$ cat src/rtl/nes_interrupt_unit.sv
// nes_interrupt_unit: 6502-style interrupt / RTI sequencer for the NES CPU core.
// After each instruction the engine pulses start. The unit either echoes the
// engine's PC/P/SP, or takes the memory bus to push a frame and fetch a vector
// (soft reset, NMI, BRK, IRQ) or to pull a frame (RTI).
//
// state      | meaning
// -----------+----------------------------------------------------------
// S_IDLE     | waiting for start; selects the action by priority
// S_FINISH   | raise done, release the bus
// S_PUSH_HI  | write PC[15:8] to the stack
// S_PUSH_LO  | write PC[7:0] to the stack
// S_PUSH_P   | write P (bit5 set, bit4 = BRK) and mask further IRQs
// S_VEC_LO   | read vector low byte (3-cycle read)
// S_VEC_HI   | read vector high byte (3-cycle read)
// S_PULL_P   | RTI: pull P
// S_PULL_LO  | RTI: pull PCL
// S_PULL_HI  | RTI: pull PCH
module nes_interrupt_unit #(
  parameter logic [15:0] NMI_VEC = 16'hFFFA,
  parameter logic [15:0] RST_VEC = 16'hFFFC,
  parameter logic [15:0] IRQ_VEC = 16'hFFFE
) (
  input  logic        clk,
  input  logic        rst,
  output logic [15:0] addr,
  input  logic [7:0]  data_in,
  output logic [7:0]  data_out,
  output logic        write_en,
  input  logic        is_break,
  input  logic [7:0]  ppu_status,
  input  logic        soft_reset,
  input  logic        is_rti,
  input  logic        start,
  output logic        done,
  output logic        busy,
  input  logic [15:0] pc_in,
  input  logic [7:0]  status_in,
  input  logic [7:0]  stack_in,
  output logic [15:0] pc_out,
  output logic [7:0]  status_out,
  output logic [7:0]  stack_out,
  output logic        interrupt_disable,
  input  logic        halt,
  input  logic        nIRQ,
  input  logic [7:0]  ppu_ctrl1
);

  typedef enum logic [3:0] {
    S_IDLE, S_FINISH, S_PUSH_HI, S_PUSH_LO, S_PUSH_P,
    S_VEC_LO, S_VEC_HI, S_PULL_P, S_PULL_LO, S_PULL_HI
  } state_t;

  state_t      state, state_next;
  logic [1:0]  phase, phase_next;
  logic [15:0] vec, vec_next;
  logic        brk, brk_next;
  logic        nmi_pend, nmi_pend_next;
  logic        rst_pend, rst_pend_next;
  logic        n_prev;
  logic        nmi_take, rst_take;
  logic        nmi_level;
  logic [15:0] addr_next, pc_next, rd_addr;
  logic [7:0]  data_out_next, status_next, stack_next;
  logic        write_en_next, busy_next, done_next;

  assign nmi_level         = ppu_status[7] & ppu_ctrl1[7];
  assign interrupt_disable = status_out[2];

  // Address for the current read step: vector bytes or the next stack slot.
  always_comb begin
    rd_addr = vec;
    case (state)
      S_VEC_HI:                      rd_addr = vec + 16'd1;
      S_PULL_P, S_PULL_LO, S_PULL_HI: rd_addr = {8'h01, stack_out + 8'd1};
      default:                       rd_addr = vec;
    endcase
  end

  // Next-state and datapath decode; halt freezes everything but event latching.
  always_comb begin
    state_next    = state;
    phase_next    = phase;
    vec_next      = vec;
    brk_next      = brk;
    addr_next     = addr;
    data_out_next = data_out;
    write_en_next = 1'b0;
    busy_next     = busy;
    done_next     = done;
    pc_next       = pc_out;
    status_next   = status_out;
    stack_next    = stack_out;
    nmi_take      = 1'b0;
    rst_take      = 1'b0;

    if (!halt) begin
      case (state)
        S_IDLE: begin
          if (start) begin
            pc_next     = pc_in;
            status_next = status_in;
            stack_next  = stack_in;
            done_next   = 1'b0;
            phase_next  = 2'd0;
            brk_next    = 1'b0;
            if (rst_pend) begin
              rst_take    = 1'b1;
              stack_next  = stack_in - 8'd3;
              status_next = status_in | 8'h04;
              vec_next    = RST_VEC;
              busy_next   = 1'b1;
              state_next  = S_VEC_LO;
            end else if (is_rti) begin
              busy_next  = 1'b1;
              state_next = S_PULL_P;
            end else if (nmi_pend) begin
              nmi_take   = 1'b1;
              vec_next   = NMI_VEC;
              busy_next  = 1'b1;
              state_next = S_PUSH_HI;
            end else if (is_break) begin
              brk_next   = 1'b1;
              vec_next   = IRQ_VEC;
              busy_next  = 1'b1;
              state_next = S_PUSH_HI;
            end else if (!nIRQ && !status_in[2]) begin
              vec_next   = IRQ_VEC;
              busy_next  = 1'b1;
              state_next = S_PUSH_HI;
            end else begin
              state_next = S_FINISH;
            end
          end
        end
        S_FINISH: begin
          done_next  = 1'b1;
          busy_next  = 1'b0;
          state_next = S_IDLE;
        end
        S_PUSH_HI, S_PUSH_LO, S_PUSH_P: begin
          addr_next     = {8'h01, stack_out};
          write_en_next = 1'b1;
          stack_next    = stack_out - 8'd1;
          if (state == S_PUSH_HI) begin
            data_out_next = pc_out[15:8];
            state_next    = S_PUSH_LO;
          end else if (state == S_PUSH_LO) begin
            data_out_next = pc_out[7:0];
            state_next    = S_PUSH_P;
          end else begin
            // Pushed copy carries B only for BRK; live P gets I set, B/bit5 cleared.
            data_out_next = (status_out & 8'hEF) | 8'h20 | {3'b000, brk, 4'b0000};
            status_next   = (status_out | 8'h04) & 8'hCF;
            phase_next    = 2'd0;
            state_next    = S_VEC_LO;
          end
        end
        S_VEC_LO, S_VEC_HI, S_PULL_P, S_PULL_LO, S_PULL_HI: begin
          if (phase == 2'd0) begin
            addr_next  = rd_addr;
            phase_next = 2'd1;
            if (state == S_PULL_P || state == S_PULL_LO || state == S_PULL_HI)
              stack_next = stack_out + 8'd1;
          end else if (phase == 2'd1) begin
            phase_next = 2'd2;
          end else begin
            phase_next = 2'd0;
            case (state)
              S_VEC_LO: begin
                pc_next[7:0] = data_in;
                state_next   = S_VEC_HI;
              end
              S_VEC_HI: begin
                pc_next[15:8] = data_in;
                state_next    = S_FINISH;
              end
              S_PULL_P: begin
                status_next = data_in & 8'hCF;
                state_next  = S_PULL_LO;
              end
              S_PULL_LO: begin
                pc_next[7:0] = data_in;
                state_next   = S_PULL_HI;
              end
              default: begin
                pc_next[15:8] = data_in;
                state_next    = S_FINISH;
              end
            endcase
          end
        end
        default: state_next = S_IDLE;
      endcase
    end

    // A new event arriving in the same cycle as a service keeps the flag set.
    nmi_pend_next = (nmi_pend & ~nmi_take) | (nmi_level & ~n_prev);
    rst_pend_next = (rst_pend & ~rst_take) | soft_reset;
  end

  // State and output registers.
  always_ff @(posedge clk or negedge rst) begin
    if (!rst) begin
      state      <= S_IDLE;
      phase      <= 2'd0;
      vec        <= 16'h0000;
      brk        <= 1'b0;
      nmi_pend   <= 1'b0;
      rst_pend   <= 1'b0;
      n_prev     <= 1'b0;
      addr       <= 16'h0000;
      data_out   <= 8'h00;
      write_en   <= 1'b0;
      busy       <= 1'b0;
      done       <= 1'b0;
      pc_out     <= 16'h0000;
      status_out <= 8'h00;
      stack_out  <= 8'hFF;
    end else begin
      state      <= state_next;
      phase      <= phase_next;
      vec        <= vec_next;
      brk        <= brk_next;
      nmi_pend   <= nmi_pend_next;
      rst_pend   <= rst_pend_next;
      n_prev     <= nmi_level;
      addr       <= addr_next;
      data_out   <= data_out_next;
      write_en   <= write_en_next;
      busy       <= busy_next;
      done       <= done_next;
      pc_out     <= pc_next;
      status_out <= status_next;
      stack_out  <= stack_next;
    end
  end

endmodule

$ cat config.mk
export PLATFORM = sky130hd
export DESIGN_NAME = nes_interrupt_unit
export DESIGN_NICKNAME = d
export VERILOG_FILES = /design/src/rtl/nes_interrupt_unit.sv
export SDC_FILE = /design/constraint.sdc
export NUM_CORES = 1
export LEC_CHECK = 0
export ABC_AREA = 1
export ABC_CLOCK_PERIOD_IN_PS = 2150
export CAP_MARGIN = 20
export CORE_MARGIN = 8
export CORE_UTILIZATION = 48
export DETAILED_ROUTE_END_ITERATION = 10
export GPL_TIMING_DRIVEN = 0
export PLACE_DENSITY = 0.8
export SYNTH_ARGS = -nofsm -noshare
export SYNTH_HDL_FRONTEND = slang
export SYNTH_SLANG_ARGS = --single-unit
$ cat constraint.sdc
create_clock -name clk -period 2.15 [get_ports clk]
set_input_delay 0.3225 -clock clk [delete_from_list [all_inputs] [get_ports clk]]
set_output_delay 0.3225 -clock clk [all_outputs]
set_load 0.01 [all_outputs]
---- Word level (Yosys, flattened, before mapping) ----
Cells that the tools add are included.
word-level totals
  word-level logic and storage cells ...... 157
  bits in registers ....................... 85
  output and inout bits ................... 60
  input bits .............................. 64
cells by class
  equal/unequal tests ..................... 22
  reduce and logical (&&, ||, !) cells .... 30
  $add $sub $neg .......................... 4
  mux-type cells .......................... 72
  bitwise logic cells ..................... 12
operators with widths
  kind                                                                    number
  16-bit 2-to-1 mux                                                       9
  8-bit 2-to-1 mux                                                        12
  16-bit one-hot mux with 2 select lines                                  3
  8-bit one-hot mux with 3 select lines                                   2
  1-bit 2-to-1 mux                                                        24
  4-bit one-hot mux with 3 select lines                                   2
  2-bit != test (second input constant)                                   10
  16-bit by 1-bit adder with 16-bit output (second input constant)        1
  4-bit by 3-bit equality test with 1-bit output (second input constant)  4
  2-bit 2-to-1 mux                                                        8
  5-bit AND reduction                                                     3
  3-bit 2-to-1 mux                                                        4
  4-bit 2-to-1 mux                                                        3
  6-bit 2-to-1 mux                                                        2
  6-bit AND reduction                                                     2
  3-bit AND reduction                                                     3
  3-bit OR reduction                                                      3
  8-bit by 1-bit adder with 8-bit output (second input constant)          1
  4-bit by 2-bit equality test with 1-bit output (second input constant)  2
  4-bit equality test (second input constant)                             2
  8-bit by 5-bit OR with 8-bit output                                     1
  4-bit AND reduction                                                     2
  8-bit AND reduction                                                     1
  8-bit by 1-bit subtractor with 8-bit output (second input constant)     1
  22 further kinds                                                        35

---- Depth between registers and ports, before layout ----
Gate-level depths: netlist (run 1).
  word-level depth ........................ 9
  depth in mapped cells ................... 13
  mapped depth without buffers ............ 12

---- Least setup slack after synthesis (run 1) ----
OpenSTA, ideal clock, no wires.
  path type ............................... reg-to-reg
  from .................................... reg state[2]
  to ...................................... reg addr[0]
  data arrival time ....................... 1.475 ns
  slack ................................... 0.558 ns
  clock period less this slack ............ 1.592 ns
  library setup time ...................... 0.116 ns
  buffers on the path ..................... 2
  cell stages (with the launch flop) ...... 13
  data required time ...................... 2.034 ns
  cell sequence ........................... dfrtp_1 > buf_4 > nor2_4 > inv_2 > nor2_8 > inv_2 > nand2_4 > inv_4 > nand2_2 > nand3_2 > buf_6 > nand2_1 > nand2_1
between the ends
  word-level cells in the longest chain between the ends .. 5
  elaborated cells on any way between the ends .. 17
  those cells by class .................... 9 x eq/ne; 3 x mux; 5 x reduce/logical
ends and longest elaborated chain
  element                                                                                       line    text
  from (decl)                                                                                   53      state_t state, state_next;
  from (signal assigned)                                                                        220     state <= state_next;
  4-bit by 3-bit equality test with 1-bit output / 4-bit equality test (equally long branches)  72, 97
  3-bit OR reduction                                                                            72      case (state)
  16-bit one-hot mux with 2 select lines                                                        72
  16-bit 2-to-1 mux                                                                             159     if (phase == 2'd0) begin
  16-bit one-hot mux with 2 select lines                                                        97      case (state)
  to (signal assigned)                                                                          227     addr <= addr_next;
  to (decl)                                                                                     25      output logic [15:0] addr,
Parallel ways exist; a longest one is shown, timed or not. The select of a mux whose other input is x is not followed.
A chain may end at the register's enable or synchronous reset.

---- Worst setup path in the final report (run 1) ----
  from .................................... reg state[2]
  to ...................................... reg addr[3]
The elaborated chain is that of the path after synthesis.

==> impl_metrics.toml, run 1 <==
[yosys]
muxShareOfSynthArea_pct = 0
synth_compound_area_share_pct = 9.25
synth_top_area_share_pct = 35.3
synth_top_family_by_area = "simple AND/OR/NAND/NOR gates"
synth_nets = 636
synthesis.area_mm2 = 0.00411
synthCells = 569
yosysUniqueCellTypes = 39
synth-simple-area-share_pct = 38.9
synth_top_area_cell = "dfrtp_1"
synth-main-ff-cell = "dfrtp_1"
synth_area_leaders = "dfrtp_1 35%, nand2_1 21%, nand3_1 6.9%, dfstp_2 5.1%, inv_1 3.5%"
synthArstFlopShare_pct = 100
yosysSeqAreaShare_pct = 40.4
synth-xor-area-share_pct = 1.70
synth-edff-count = 0
ys_warn_count = 0
ys_ff_latch = 66
synth-adder-area-share_pct = 0.913
syn_area_per_cell_um2 = 7.23

[grt]
grt_pass1_vias = 4066
grt_max_degree = 67
grt_pass1_wl_mm = 20.1
track_usage_pct = 21.4
antenna_found_initial = 0
grt_overflow_total = 0

[sta]
period_share_pct = 90.8
worst_slew_pin_slew_ns = 0.813
maxSlewHeadroom_pct = 45.8
fmax_mhz = 512
setup_viol = 0
rsz0062_at_grt = "no"
finalClockSkew_ns = 0.00788
min_period_ns = 1.95
slew_violations = 0
hold_violations = 0

[finish]
stdcell_count = 798
fillerInstances = 748
area.sequential_mm2 = 0.00166
multi_input_area_mm2 = 0.00209
stdcell_area_mm2 = 0.00552
final_cell_mix = "233 x nand2_1, 108 x clkdlybuf4s50_1, 58 x dfrtp_1"
layout-drive-gt1-share_pct = 13.6
area_delta_synth_final_pct = 34.4
final_nets = 756
layout_commonest_cell = "nand2_1"
diodes = 0

[power_and_ir_drop]
power_density_mw_per_mm2 = 1560
p_switching_mw = 4.09
ir_worst_vdd_mv = 0.679
p_total_mw = 8.61
sw_frac_of_total_pct = 47.5
pwr-share-comb_pct = 62.1
clkPwrFrac_pct = 12.0
p_int_mw = 4.52
seqPwrFrac_pct = 25.9
p_leak_nw = 2.77

[place]
dpl_cell_area_mm2 = 0.00533
io_buffers = 109
gp_congestion = 0.898
dp_hpwl_mm = 9.75
post-place-cells = 783

[clock_network]
htreeDepth = 3
numCtsBuffers = 9
clkTransAtPathRegs_ns = 0.07
cts_root_buffer = "clkbuf_8"
clock-sinks = 66
cts_tree = "built"
cts_resized = 0
cts.path.max_buffers = 2
cts.repair_timing.setup_buffer_count = 0
clkLatencyLatePin_ns = 0.34
hold_buffers = 0

[setup_path]
reg2reg_depth = 12
critPathCapture = "addr[3]"
rrSetupSlack_ns = 0.20
reg2reg_from = "state[2]"
worstPathArrival_ns = 2.18
required_ns = 2.38
cp_max_fo = 10
endpoint_kind = "flop"
r2r-end = "addr[3]"
startpoint = "state[2]"
startpoint_type = "flop"
critPathKind = "flop to flop"

[flow_run]
maxCapViolations = 0

[die]
dieArea_mm2 = 0.0118
io_pins = 124
rows = 33
initial_core_util_pct = 49.8
fp.dieW_um = 109
die_y_um = 109
core-area_mm2 = 0.00826

[route]
routed_wl_mm = 12.4
ant_nets = 0
firstDrtPassIters = 5
vias = 4225
drc = 0
wl_per_cell_um = 15.6
drt-initial-drc-count = 262
avgViaCountPerCell = 5.29

[status]
outcome = "complete, no violations"

[min_path]
min_path_type = "input port to asynchronous set/reset pin"
cells in the mapped netlist, drive strengths merged (7+ instances only):
library cell / n
o22ai: 9
inv: 53
buf: 20
o31ai: 8
nand4: 8
nor2: 45
o21ai: 24
dfrtp: 58
nand2: 241
o211ai: 7
nand3: 61
dfstp: 8
layout make-up:
cell class              count  area share [%]
multi-input cells         429            37.8
flip-flops and latches     66            30.1
repair buffers            109            19.7
inverters                  53            3.65
plain buffers              21            2.94
clock buffers              10            2.49
well taps                 105            2.38
clock inverters             5           0.997
critical path, stage by stage (launching register included):
cell and delay, ns:
dfrtp_1 0.37, buf_4 0.17, nor2_4 0.14, inv_2 0.09, nor2_8 0.18, inv_2 0.09, nand2_4 0.13, inv_4 0.07
nand2_2 0.14, nand3_2 0.16, buf_6 0.19, nand2_1 0.06, nand2_1 0.05
kinds of logic after synthesis:
kind of cell	count (synthesis)
simple gates	360
buf+inv	74
fa+ha+maj	3
compound gates	58
xor+xnor	8
flops	66
worst min-delay path by stage:
stage	startpoint	slack, ns	endpoint
after global placement	nmi_pend	0.42	vec[2]
final	rst	0.07	pc_out[5]
after floorplan	rst	0.03	addr[0]
after global routing	rst	0.14	write_en
after detailed placement	n_prev	0.44	nmi_pend
after CTS	rst	0.10	data_out[5]
routing by layer:
metal	up-vias	wire, um	GRT usage [%]	share of wire [%]
li1	2075	-	-	-
met2	186	6020	36.3	48
met4	0	250	7.14	2.0
met1	1943	5220	26.1	42
met3	21	944	5.00	7.6
met5	-	0	0	0
sequential cells by signal (all words and copies together) (netlist names):
signal      cells
rst_pend        1
stack_out       8
phase           2
state           4
pc_out         16
write_en        1
busy            1
nmi_pend        1
data_out        8
vec             3
addr           10
done            1
n_prev          1
brk             1
status_out      8
power groups by stage:
stage,clock [mW],combinational (mW),sequential (mW)
finish,1.03,5.34,2.23
global placement,0,5.26,2.23
global route,1.11,5.89,2.30
CTS,1.05,5.35,2.23
detailed placement,0,5.32,2.24
floorplan,0,3.19,2.35
per-stage QoR:
stage / TNS (ns) / setup WS [ns] / hold WS, ns / util, %
global route: 0 / 0.0564 / 0.138 / 66.9
finish: 0 / 0.197 / 0.0706 / 66.9
CTS: 0 / 0.198 / 0.104 / 66.9
global placement: -83.35 / -1.36 / 0.423 / 64.6
floorplan: 0 / 0.558 / 0.0269 / -
detailed placement: 0 / 0.120 / 0.436 / 64.6
(Power assumes the default switching activity.)
==> inputs of run 2 (changes only) <==
--- a/constraint.sdc
+++ b/constraint.sdc
@@ -3,2 +3,2 @@
 set_output_delay 0.3225 -clock clk [all_outputs]
-set_load 0.01 [all_outputs]
+set_load 0.02 [all_outputs]
==> results of run 2 <==
The final DEF is identical to that of run 1. Status: complete, no violations.
Among the figures that moved: total power 8.61 mW -> 8.96 mW; worst IR drop on VDD 0.679 mV -> 0.738 mV
==> inputs of run 3 (changes only) <==
CORE_MARGIN = default   (was 8)
==> run 3 against run 2 <==
Non-clock buffer count unchanged. Die area decreased by 24%. Power increased by 2.2%. Worst setup slack got worse by 0.0019 ns. Critical path type unchanged. Critical endpoint is now data_out[2].
==> impl_metrics.toml, run 3 (synthesis gave the netlist of run 1 again) <==
[status]
outcome = "complete, no violations"

[die]
initial_core_util_pct = 49.8
fp.dieW_um = 94.6
die_y_um = 94.6
rows = 33
dieArea_mm2 = 0.00894
core-area_mm2 = 0.00826
io_pins = 124

[setup_path]
crit_path_cell_trace = "buf_4 > nor2_4 > inv_2 > nor2_8 > inv_2 > nand2_4 > inv_4 > nor2_2 > inv_2 > buf_6 > nand2_1 > o31ai_1"
startpoint_type = "flop"
endpoint_kind = "flop"
critPathKind = "flop to flop"
startpoint = "state[2]"
crit_family = "simple AND/OR/NAND/NOR gates"
worstPathArrival_ns = 2.19
reg2reg_from = "state[2]"
cpPeakStageDelay_ns = 0.37
cp_max_fo = 10
crit_slowest_cell = "dfrtp_1"
path_buf_inv = 6
required_ns = 2.38
cp_common_cell = "inv_2"

[sta]
rsz0062_at_grt = "no"
fin_setup_tns_ns = 0
hold-worst-slack_ns = 0.0591
fmax_mhz = 512
slew_violations = 0
hold_violations = 0
maxSlewHeadroom_pct = 44.5
period_share_pct = 90.9
finalClockSkew_ns = 0.00784
setup_viol = 0
worst_slew_pin_slew_ns = 0.832
min_period_ns = 1.95

[route]
wl_per_cell_um = 14.9
firstDrtPassIters = 5
vias = 4250
drc = 0
ant_nets = 0
drt-initial-drc-count = 243
routed_wl_mm = 11.9
avgViaCountPerCell = 5.32

[grt]
grt_max_degree = 67
grt_pass1_vias = 4109
busiest_layer = "met2"
met3_usage_pct = 5.80
track_usage_pct = 28.5
grt_pass1_wl_mm = 19.4
grt.met1_usage_pct = 34.2
met2_usage_pct = 49.5
antenna_found_initial = 0
grt_overflow_total = 0

[finish]
layout-drive-gt1-share_pct = 13.5
area_delta_synth_final_pct = 35.2
post-route-util_pct = 67.3
diodes = 0
fillerInstances = 719
area.sequential_mm2 = 0.00166
largest_register_ffs = 16
multi_input_area_mm2 = 0.00209
final_nets = 756
regMostFlops = "pc_out"
layout_commonest_cell = "nand2_1"
reg.largest.list = "pc_out: 16 flops, addr: 10 flops"
final_cell_mix = "233 x nand2_1, 108 x clkdlybuf4s50_1, 58 x dfrtp_1"

[power_and_ir_drop]
p_leak_nw = 2.80
power_density_mw_per_mm2 = 1650
ir_worst_vdd_mv = 0.674

[clock_network]
cts_tree = "built"
hold_buffers = 0
cts_resized = 0
clkLatencyLatePin_ns = 0.35
numCtsBuffers = 9
htreeDepth = 3
clock-sinks = 66
cts.path.max_buffers = 2
cts_root_buffer = "clkbuf_8"
cts.repair_timing.setup_buffer_count = 0
clkTransAtPathRegs_ns = 0.07

[place]
io_buffers = 109
gp_congestion = 0.877
dp_hpwl_mm = 9.03

[flow_run]
maxCapViolations = 0

[min_path]
min_path_type = "input port to asynchronous set/reset pin"
run 3: metrics by stage:
| stage | setup WS, ns | area (um^2) | power, mW | std cells |
|---|---|---|---|---|
| finish | 0.195 | 5560 | 9.15 | 799 |
| global route | 0.0215 | 5560 | 9.88 | 799 |
| CTS | 0.217 | 5560 | 9.13 | 799 |
| detailed placement | 0.127 | 5330 | 7.89 | 783 |
| global placement | -1.37 | 5330 | 7.76 | 783 |
| floorplan | 0.556 | 4110 | 5.89 | 569 |
run 3: final timing paths:
check                                   end  slack [ns]  cells past startpoint
worst min register to register       vec[2]        0.43                      1
worst max register to register  data_out[2]        0.20                     12
max in group asynchronous          nmi_pend        1.54                      1
worst max-delay path            data_out[2]        0.20                     12
min in group clk                     vec[2]        0.43                      1
worst min-delay path               write_en        0.06                      1
run 3: layout make-up:
cell class / count / share of cell area (%)
Buffer: 21 / 2.93
Clock buffer: 12 / 2.79
Sequential cell: 66 / 29.9
Clock inverter: 4 / 1.33
Multi-Input combinational cell: 429 / 37.5
Tap cell: 105 / 2.36
Timing Repair Buffer: 109 / 19.6
Inverter: 53 / 3.62
run 3: metal layers:
layer  vias up  wire (um)
li1       2061          -
met1      1991       4980
met2       171       5860
met3        27        743
met4         0        308
met5         -          0
run 3: power breakdown:
| part | internal (mW) | leakage [nW] | switching [mW] |
|---|---|---|---|
| combinational | 2.15 | 1.87 | 3.56 |
| clock | 0.717 | 0.117 | 0.485 |
| sequential | 1.81 | 0.810 | 0.421 |
| total | 4.68 | 2.80 | 4.47 |
